$ cat src/rtl/lsu_mem_ctrl.sv
// ---------------------------------------------------------------------------
// lsu_mem_ctrl
//   Clocked load/store controller sitting between the execute stage and a
//   single-beat handshaked memory port. One request is in flight at a time.
//
// Parameters
//   DW       data bus width (32 or 64)
//   AW       address width (at least 3)
//   TIMEOUT  cycles allowed in WAIT before an error response (>= 1)
//
// Ports
//   clk, rst                   clock, synchronous active-high reset
//   in_valid / in_ready        request handshake from execute
//   in_wen, in_addr, in_wdata  store flag, byte address, right-aligned data
//   in_wdt, in_sext            access width code (1<<wdt bytes), sign-extend
//   out_valid / out_ready      response handshake back to execute
//   out_rdata, out_err         load result (0 for stores), error flag
//   mem_req_*                  word-aligned request with byte-lane mask/data
//   mem_resp_valid, _rdata     read data or write acknowledge
// ---------------------------------------------------------------------------
module lsu_mem_ctrl #(
   parameter int DW      = 64,
   parameter int AW      = 64,
   parameter int TIMEOUT = 255
) (
   input  logic            clk,
   input  logic            rst,
   input  logic            in_valid,
   output logic            in_ready,
   input  logic            in_wen,
   input  logic [AW-1:0]   in_addr,
   input  logic [DW-1:0]   in_wdata,
   input  logic [1:0]      in_wdt,
   input  logic            in_sext,
   output logic            out_valid,
   input  logic            out_ready,
   output logic [DW-1:0]   out_rdata,
   output logic            out_err,
   output logic            mem_req_valid,
   input  logic            mem_req_ready,
   output logic            mem_req_wen,
   output logic [AW-1:0]   mem_req_addr,
   output logic [DW-1:0]   mem_req_wdata,
   output logic [DW/8-1:0] mem_req_wmask,
   input  logic            mem_resp_valid,
   input  logic [DW-1:0]   mem_resp_rdata
);

   localparam int NB = DW / 8;
   localparam int OW = $clog2(NB);
   localparam int CW = (TIMEOUT > 1) ? $clog2(TIMEOUT) : 1;

   typedef enum logic [1:0] {IDLE, ISSUE, WAIT, DONE} state_t;

   state_t          state;
   state_t          next_state;

   logic            wen_q;
   logic [AW-1:0]   addr_q;
   logic [1:0]      wdt_q;
   logic            sext_q;
   logic [OW-1:0]   off_q;
   logic [DW-1:0]   wdata_q;
   logic [NB-1:0]   wmask_q;
   logic [DW-1:0]   rdata_q;
   logic            err_q;
   logic [CW-1:0]   cnt_q;

   logic [2:0]      size_m1;
   logic            misaligned;
   logic            oversize;
   logic            req_bad;
   logic [OW-1:0]   in_off;
   logic [NB-1:0]   in_wmask;
   logic [DW-1:0]   in_keep;
   logic [DW-1:0]   in_wdata_sh;
   logic            timed_out;

   logic [DW-1:0]   resp_shifted;
   logic [DW-1:0]   resp_keep;
   logic            resp_sign;
   logic [DW-1:0]   load_data;

   // Decode the incoming request: alignment/size legality, the byte-lane
   // mask and the store data moved onto its lanes. The alignment test looks
   // at three address bits so a 64-bit access on a 32-bit bus is still
   // checked for alignment even though it will be rejected as oversize.
   always_comb begin
      size_m1     = 3'((4'd1 << in_wdt) - 4'd1);
      misaligned  = |(in_addr[2:0] & size_m1);
      oversize    = (32'd8 << in_wdt) > 32'(DW);
      req_bad     = misaligned | oversize;
      in_off      = in_addr[OW-1:0];
      in_wmask    = '0;
      in_keep     = '0;
      for (int i = 0; i < NB; i++) begin
         in_wmask[i] = (i >= int'(in_off)) && (i < int'(in_off) + (1 << in_wdt));
      end
      for (int i = 0; i < DW; i++) begin
         in_keep[i] = (i < (8 << in_wdt));
      end
      in_wdata_sh = (in_wdata & in_keep) << {in_off, 3'b000};
   end

   // Pull the addressed bytes out of the returned word and extend them.
   // The sign bit index is clamped so an illegal width can never index
   // past the top of the bus.
   always_comb begin
      int nbits;
      int sign_idx;
      nbits        = 8 << wdt_q;
      sign_idx     = (nbits > DW) ? DW - 1 : nbits - 1;
      resp_shifted = mem_resp_rdata >> {off_q, 3'b000};
      resp_keep    = '0;
      for (int i = 0; i < DW; i++) begin
         resp_keep[i] = (i < nbits);
      end
      resp_sign    = sext_q & resp_shifted[sign_idx];
      load_data    = (resp_shifted & resp_keep) | ({DW{resp_sign}} & ~resp_keep);
   end

   assign timed_out = (cnt_q == CW'(TIMEOUT - 1));

   // State register.
   always_ff @(posedge clk) begin
      if (rst) begin
         state <= IDLE;
      end else begin
         state <= next_state;
      end
   end

   // Next-state logic. Illegal requests skip the memory entirely; in WAIT a
   // response beats a simultaneous timeout.
   always_comb begin
      next_state = state;
      case (state)
         IDLE:  if (in_valid) next_state = req_bad ? DONE : ISSUE;
         ISSUE: if (mem_req_ready) next_state = WAIT;
         WAIT:  if (mem_resp_valid || timed_out) next_state = DONE;
         DONE:  if (out_ready) next_state = IDLE;
         default: next_state = IDLE;
      endcase
   end

   // Captured request fields, the WAIT timeout counter and the response.
   // The request is latched once in IDLE so the memory side sees stable
   // fields for as long as it back-pressures ISSUE.
   always_ff @(posedge clk) begin
      if (rst) begin
         wen_q   <= 1'b0;
         addr_q  <= '0;
         wdt_q   <= '0;
         sext_q  <= 1'b0;
         off_q   <= '0;
         wdata_q <= '0;
         wmask_q <= '0;
         rdata_q <= '0;
         err_q   <= 1'b0;
         cnt_q   <= '0;
      end else begin
         case (state)
            IDLE: begin
               if (in_valid) begin
                  wen_q   <= in_wen;
                  addr_q  <= in_addr & ~AW'(NB - 1);
                  wdt_q   <= in_wdt;
                  sext_q  <= in_sext;
                  off_q   <= in_off;
                  wdata_q <= in_wdata_sh;
                  wmask_q <= in_wmask;
                  rdata_q <= '0;
                  err_q   <= req_bad;
                  cnt_q   <= '0;
               end
            end
            ISSUE: begin
               if (mem_req_ready) cnt_q <= '0;
            end
            WAIT: begin
               cnt_q <= cnt_q + CW'(1);
               if (mem_resp_valid) begin
                  err_q   <= 1'b0;
                  rdata_q <= wen_q ? '0 : load_data;
               end else if (timed_out) begin
                  err_q   <= 1'b1;
                  rdata_q <= '0;
               end
            end
            default: begin
            end
         endcase
      end
   end

   // Outputs. Everything is forced to zero while reset is held so the
   // reset values appear immediately, not one edge later.
   always_comb begin
      in_ready      = !rst && (state == IDLE);
      out_valid     = !rst && (state == DONE);
      mem_req_valid = !rst && (state == ISSUE);
      out_rdata     = rst ? '0 : rdata_q;
      out_err       = !rst && err_q;
      mem_req_wen   = !rst && wen_q;
      mem_req_addr  = rst ? '0 : addr_q;
      mem_req_wdata = rst ? '0 : wdata_q;
      mem_req_wmask = rst ? '0 : wmask_q;
   end

endmodule

$ cat config.mk
export PLATFORM = sky130hd
export DESIGN_NAME = lsu_mem_ctrl
export DESIGN_NICKNAME = d
export VERILOG_FILES = /design/src/rtl/lsu_mem_ctrl.sv
export SDC_FILE = /design/constraint.sdc
export NUM_CORES = 1
export LEC_CHECK = 0
export CORE_ASPECT_RATIO = 1.1
export CORE_UTILIZATION = 48
export CTS_BUF_LIST = sky130_fd_sc_hd__clkbuf_4 sky130_fd_sc_hd__clkbuf_8
export DETAILED_ROUTE_END_ITERATION = 12
export HOLD_SLACK_MARGIN = 0.06
export PLACE_DENSITY = 0.95
export SETUP_SLACK_MARGIN = 0.3
export SLEW_MARGIN = 15
export SYNTH_ARGS = -nofsm -noshare
export SYNTH_HDL_FRONTEND = slang
export SYNTH_SLANG_ARGS = --single-unit
$ cat constraint.sdc
create_clock -name clk -period 4.1 [get_ports clk]
set_clock_uncertainty 0.05 [all_clocks]
set_input_delay 1.025 -clock clk [delete_from_list [all_inputs] [get_ports clk]]
set_output_delay 1.025 -clock clk [all_outputs]
set_load 0.03 [all_outputs]
==> flow_metrics.tcl, run 1 <==
set metrics [dict create \
    r2r_setup_slack_ns 1.16 \
    crit_path_end "mem_req_wmask[2]" \
    intPower_mw 4.75 \
    vias 13300 \
    final.setup.tns_ns 0 \
    period_share_pct 87.9 \
    timing.fmax_mhz 277 \
    fin_cells 2248 \
    yosys_register_bits 215 \
    row_count 61 \
    overflow 0 \
    max_cap_viol_count 0 \
    rsz0062_at_grt "no" \
    pre_cts_ws_ns 0.284 \
    cts.path.max_buffers 3 \
    synth_cells 1569 \
    setup.worst_path.start_class "input port" \
    post_cts.repair.setup_buffers 0 \
    grt_pass1_vias 13000 \
    initial_utilization_pct 48.7 \
    design.core.area_mm2 0.0252 \
    yosysSeqAreaShare_pct 35.1 \
    cp.arrival_ns 2.53 \
    power_frac_clock_pct 26.6 \
    cts_resized 1 \
    leakage_nw 6.90 \
    crit_start "rst" \
    mostFrequentLayoutCell "clkdlybuf4s50_1" \
    dieHeight_um 170 \
    routedWlPerCell_um 21.1 \
    finalNetCount 2123 \
    first_iter_violations 1132 \
    area_growth_pct 40.0 \
    synth_edf_count 0 \
    boundaryPins 407 \
    path_class "in2out" \
    r2r_cells 6 \
    cts_root_buffer "clkbuf_8" \
    synth.distinct_cells 62 \
    antenna_found_initial 3 \
    sequentialPowerShare_pct 34.3 \
    ant_nets 0 \
    worst-slew-pin-transition_ns 1.02 \
    drt-total-wl_um 47500 \
    r2r_start "off_q[0]" \
    r2r-end "rdata_q[15]" \
    p_per_area_mw_per_mm2 451 \
    synth_area_mm2 0.0123 \
    gp_congestion 1.06 \
    status "completed" \
    setup_viol 0 \
    die_area_mm2 0.0262 \
    end_kind "primary output" \
    drc 0 \
    hp-class "reg2reg" \
    via_per_inst 5.90 \
    ys_dominant_reg_cell "dfxtp_1" \
    die_w_um 154 \
    io_buffers 403 \
    ir_worst_vdd_v 0.000396 \
    syn_area_per_cell_um2 7.82 \
    power_frac_comb_pct 39.1 \
    dr.pass1.iters 7 \
    cp.required_ns 3.02 \
    grt_pass1_wl_um 71500 \
    place_hpwl_um 34700 \
    drive_gt1_share_pct 9.06 \
    setup_ws_ns 0.495 \
    p_sw_mw 2.99 \
    drv_slew 0 \
    grt_use_total_pct 34.9 \
    switching_share_pct 38.6 \
    cts-hold-fix-buffers 0 \
    fin_crit_ns 3.60 \
    numCtsBuffers 37 \
    async_flop_share_pct 0 \
    hold_viol 0 \
    grt_max_degree 120 \
    numClockSinks 215 \
    cts_tree "done" \
    slew_headroom_pct 32.2 \
    clock_latency_ns 0.54 \
    ctsHtreeMaxLevel 2 \
    cp_max_fo 52 \
    dp.cells 2183 \
    final_cell_mix "397 x clkdlybuf4s50_1, 213 x dfxtp_1, 210 x nor2_1, 178 x nor2b_1, 174 x nand2_1" \
    clk_pin_slew_worst_paths_ns 0.06 \
    yosysWarnings 0 \
]
[sequential cells by signal (all words and copies together) (netlist names)]
signal / flops
wdata_q: 64
wdt_q: 2
sext_q: 1
rdata_q: 64
wen_q: 1
state: 2
cnt_q: 8
off_q: 3
wmask_q: 8
err_q: 1
addr_q: 61
[worst min-delay path by stage]
stage / from / endpoint / slack, ns / cells past startpoint
after floorplan: err_q / err_q / 0.38 / 2
after global placement: err_q / err_q / 0.39 / 2
after detailed placement: err_q / err_q / 0.40 / 2
after CTS: err_q / err_q / 0.41 / 2
after global routing: err_q / err_q / 0.43 / 2
final: err_q / err_q / 0.41 / 2
[stage by stage]
stage	area, um^2	util, %	power [mW]	hold slack (ns)
after floorplan	12300	-	4.53	0.377
after global placement	16400	65.1	5.59	0.388
after detailed placement	16400	65.1	5.66	0.397
after CTS	17200	68.2	7.72	0.406
after global routing	17200	68.2	8.10	0.433
final	17200	68.2	7.75	0.409
[worst max-delay path: stages]
cell	delay (ns)
buf_6	0.18
buf_12	0.23
nor2b_1	0.32
clkdlybuf4s50_1	0.74
[power by group through the flow]
stage	combinational (mW)	clock (mW)	sequential, mW
finish	3.03	2.06	2.66
global route	3.23	2.18	2.69
CTS	3.00	2.07	2.65
detailed placement	2.97	0	2.68
global placement	2.92	0	2.67
floorplan	1.99	0	2.54
[final cells by class]
class / instances / area [um^2]
diodes: 2 / 5.00
clock buffers: 56 / 702
well taps: 315 / 394
flip-flops and latches: 215 / 4310
multi-input cells: 1175 / 7230
repair buffers: 434 / 4300
clock inverters: 7 / 65.1
inverters: 44 / 170
fillers: 1963 / 8010
[Yosys cell counts, drive strengths merged, types with 14 or more instances]
| cell type | instances | share of area (%) |
|---|---|---|
| a21oi | 73 | 3.0 |
| buf | 41 | 1.8 |
| nor2 | 211 | 6.5 |
| clkbuf | 96 | 2.9 |
| a22o | 22 | 1.6 |
| o21ai | 157 | 6.4 |
| mux2 | 32 | 2.9 |
| nand2 | 175 | 5.4 |
| inv | 43 | 1.3 |
| dfxtp | 215 | 35 |
| o211a | 19 | 1.5 |
| nor2b | 178 | 9.1 |
| o221ai | 42 | 3.4 |
| nand3 | 14 | 0.57 |
| mux2i | 69 | 5.6 |
[kinds of logic after synthesis]
group                      share of synthesized area, %
buffers and inverters                              6.13
and+or+nand+nor                                    24.3
xor gates and xnor gates                          0.500
AOI/OAI and AO/OA                                  22.2
other                                            0.0306
adders and majority gates                          1.49
muxes                                              10.2
DFF                                                35.1
[routing by layer]
metal / GRT usage, % / part of all wire [%]
met3: 8.89 / 9.4
met2: 60.0 / 48
met4: 22.2 / 6.5
met1: 38.3 / 36
met5: 0 / 0.025
Power figures use the tool's default switching activity.
==> inputs of run 2 (changes only) <==
--- a/config.mk
+++ b/config.mk
@@ -5,10 +5,12 @@
 export SDC_FILE = /design/constraint.sdc
 export NUM_CORES = 1
 export LEC_CHECK = 0
+export ABC_CLOCK_PERIOD_IN_PS = 3800
 export CORE_ASPECT_RATIO = 1.1
 export CORE_UTILIZATION = 48
 export CTS_BUF_LIST = sky130_fd_sc_hd__clkbuf_4 sky130_fd_sc_hd__clkbuf_8
 export DETAILED_ROUTE_END_ITERATION = 12
+export GPL_TIMING_DRIVEN = 0
 export HOLD_SLACK_MARGIN = 0.06
 export PLACE_DENSITY = 0.95
 export SETUP_SLACK_MARGIN = 0.3
==> constraint.sdc (replaced) <==
create_clock -name clk -period 3.8 [get_ports clk]
set_clock_uncertainty 0.05 [all_clocks]
set_input_delay 0.95 -clock clk [delete_from_list [all_inputs] [get_ports clk]]
set_output_delay 0.95 -clock clk [all_outputs]
set_load 0.03 [all_outputs]
==> run 2 against run 1 <==
  * Register-to-register slack got worse by 0.47 ns
  * Sequential power rose by 5%
  * Total power rose by 10%
  * Clock power up 8%
  * Wire length rose by 18%
  * Sequential share of layout area down 0.26 points
  * Clock-buffer cell count stayed put
  * Core utilization increased by 0.63 points
  * Critical endpoint is now mem_req_wdata[39]
  * Largest cell class unchanged
==> flow_metrics.tcl, run 2 (synthesized netlist as in run 1, its figures left out) <==
set metrics [dict create \
    overflow 0 \
    dieHeight_um 170 \
    drive_gt1_share_pct 11.9 \
    vias 14100 \
    drv_slew 0 \
    grt_pass1_vias 13900 \
    cp_slowest_cell "clkdlybuf4s15_2" \
    drt-total-wl_um 56200 \
    die_area_mm2 0.0262 \
    cts-hold-fix-buffers 0 \
    boundaryPins 407 \
    fin_crit_ns 3.51 \
    cp.arrival_ns 2.51 \
    period_share_pct 92.5 \
    crit_buf_inv 5 \
    first_iter_violations 1028 \
    fillers 2129 \
    cts.path.max_buffers 3 \
    sequentialPowerShare_pct 32.7 \
    p_per_area_mw_per_mm2 492 \
    grt_use_total_pct 42.0 \
    top_layer_used "met5" \
    slew_headroom_pct 38.9 \
    ir_worst_vdd_v 0.000422 \
    crit_chain "clkdlybuf4s15_1 > clkbuf_8 > clkbuf_8 > clkbuf_4 > nor2b_1 > clkdlybuf4s15_2" \
    timing.fmax_mhz 285 \
    dr.pass1.iters 6 \
    gp_congestion 1.05 \
    clock_latency_ns 0.56 \
    power_frac_clock_pct 26.0 \
    grt_max_degree 11 \
    via_per_inst 5.97 \
    ctsHtreeMaxLevel 2 \
    wl_met1_um 20300 \
    hold_viol 0 \
    numCtsBuffers 37 \
    dp.cells 2288 \
    finalNetCount 2228 \
    dr_wl_met2_um 26100 \
    power_frac_comb_pct 41.3 \
    cp_common_cell "clkbuf_8" \
    die_w_um 154 \
    io_buffers 402 \
    pre_cts_ws_ns -1.39 \
    cts_root_buffer "clkbuf_8" \
    worst-slew-pin-transition_ns 0.912 \
    reg.largest.list "rdata_q: 64 flops, wdata_q: 64 flops, addr_q: 61 flops" \
    design.core.area_mm2 0.0252 \
    fin_cells 2355 \
    rsz0062_at_grt "no" \
    cp_max_fo 10 \
    path_class "in2out" \
    hp-class "reg2reg" \
    met3_length_um 5160 \
    leakage_nw 7.76 \
    place_hpwl_um 43800 \
    intPower_mw 5.01 \
    routedWlPerCell_um 23.9 \
    p_sw_mw 3.52 \
    end_kind "primary output" \
    drc 0 \
    ant_nets 0 \
    clk_pin_slew_worst_paths_ns 0.07 \
    critPathTopFamily "buffers and inverters" \
    mostFrequentLayoutCell "dfxtp_1" \
    switching_share_pct 41.3 \
    area_growth_pct 41.3 \
    cp.required_ns 2.80 \
    row_count 61 \
    slowest_delay_ns 0.34 \
    setup_viol 0 \
    cts_tree "done" \
    numClockSinks 215 \
    grt_pass1_wl_um 82600 \
    status "completed" \
    setup.worst_path.start_class "input port" \
    setup_ws_ns 0.286 \
    max_cap_viol_count 0 \
    initial_utilization_pct 48.7 \
    antenna_found_initial 3 \
    final_cell_mix "215 x dfxtp_1, 210 x nor2_1, 199 x clkdlybuf4s50_1, 175 x nand2_1, 173 x nor2b_1" \
]
==> run 2: changes by cell type in the layout (fill, tap and decap cells not counted), sizes merged, moves of 5 or more <==
| cell | previous run | this run |
|---|---|---|
| clkdlybuf4s15 | 0 | 46 |
| clkdlybuf4s50 | 397 | 199 |
| buf | 37 | 42 |
| clkbuf | 56 | 172 |
| dlygate4sd2 | 0 | 134 |
==> run 2: stage by stage <==
| stage | hold slack (ns) | util [%] | power [mW] | setup TNS, ns | instance area (um^2) |
|---|---|---|---|---|---|
| after floorplan | 0.377 | - | 4.89 | 0 | 12300 |
| after CTS | 0.407 | 69.0 | 8.43 | 0 | 17400 |
| after global placement | 0.389 | 66.3 | 6.26 | -161.49 | 16700 |
| after detailed placement | 0.397 | 66.3 | 6.32 | -170.03 | 16700 |
| final | 0.407 | 68.8 | 8.52 | 0 | 17300 |
| after global routing | 0.440 | 68.8 | 8.87 | 0 | 17300 |
==> run 2: area by class of cell <==
| cell class | instances | area, um^2 | share of cell area (%) |
|---|---|---|---|
| diodes | 2 | 5.00 | 0.0289 |
| plain buffers | 137 | 684 | 3.95 |
| clock buffers | 56 | 702 | 4.05 |
| clock inverters | 9 | 65.1 | 0.375 |
| inverters | 44 | 166 | 0.960 |
| multi-input cells | 1175 | 7240 | 41.8 |
| flip-flops and latches | 215 | 4300 | 24.8 |
| well taps | 315 | 394 | 2.27 |
| repair buffers | 402 | 3770 | 21.8 |
==> run 2: path summary, 6_finish.rpt <==
check	start	to	slack (ns)	cells after the start
setup / recovery	rst	mem_req_wdata[39]	0.29	6
hold / removal	sext_q	sext_q	0.41	2
setup reg to reg	wdt_q[0]	rdata_q[25]	0.69	7
hold reg to reg	sext_q	sext_q	0.41	2
==> run 2: worst register-to-register path, cell delays in order (launching register included) <==
cell,delay (ns)
dfxtp_1,0.48
or2_2,0.20
clkbuf_1,0.45
ha_1,0.41
nor4_1,0.41
a211oi_1,0.14
o22ai_1,0.61
o21ai_0,0.20
==> run 2: layer usage <==
metal | track usage (%) | vias to the layer above
met5 | 0 | -
met4 | 33.4 | 2
met3 | 10.6 | 238
met2 | 71.3 | 900
met1 | 44.5 | 6595
li1 | - | 6327
==> run 2: repair_timing <==
| item | CTS | global route |
|---|---|---|
| endpoints found under the setup margin | 205 | 70 |
| buffers inserted | 0 | 0 |
| pin swaps | 0 | 0 |
| gates resized for setup | 301 | 69 |
==> run 2: power groups by stage <==
| stage | registers (mW) | logic, mW | clock network, mW |
|---|---|---|---|
| after CTS | 2.78 | 3.44 | 2.21 |
| after global routing | 2.82 | 3.72 | 2.33 |
| final | 2.79 | 3.52 | 2.22 |
| after floorplan | 2.75 | 2.14 | 0 |
| after detailed placement | 2.82 | 3.50 | 0 |
| after global placement | 2.80 | 3.45 | 0 |
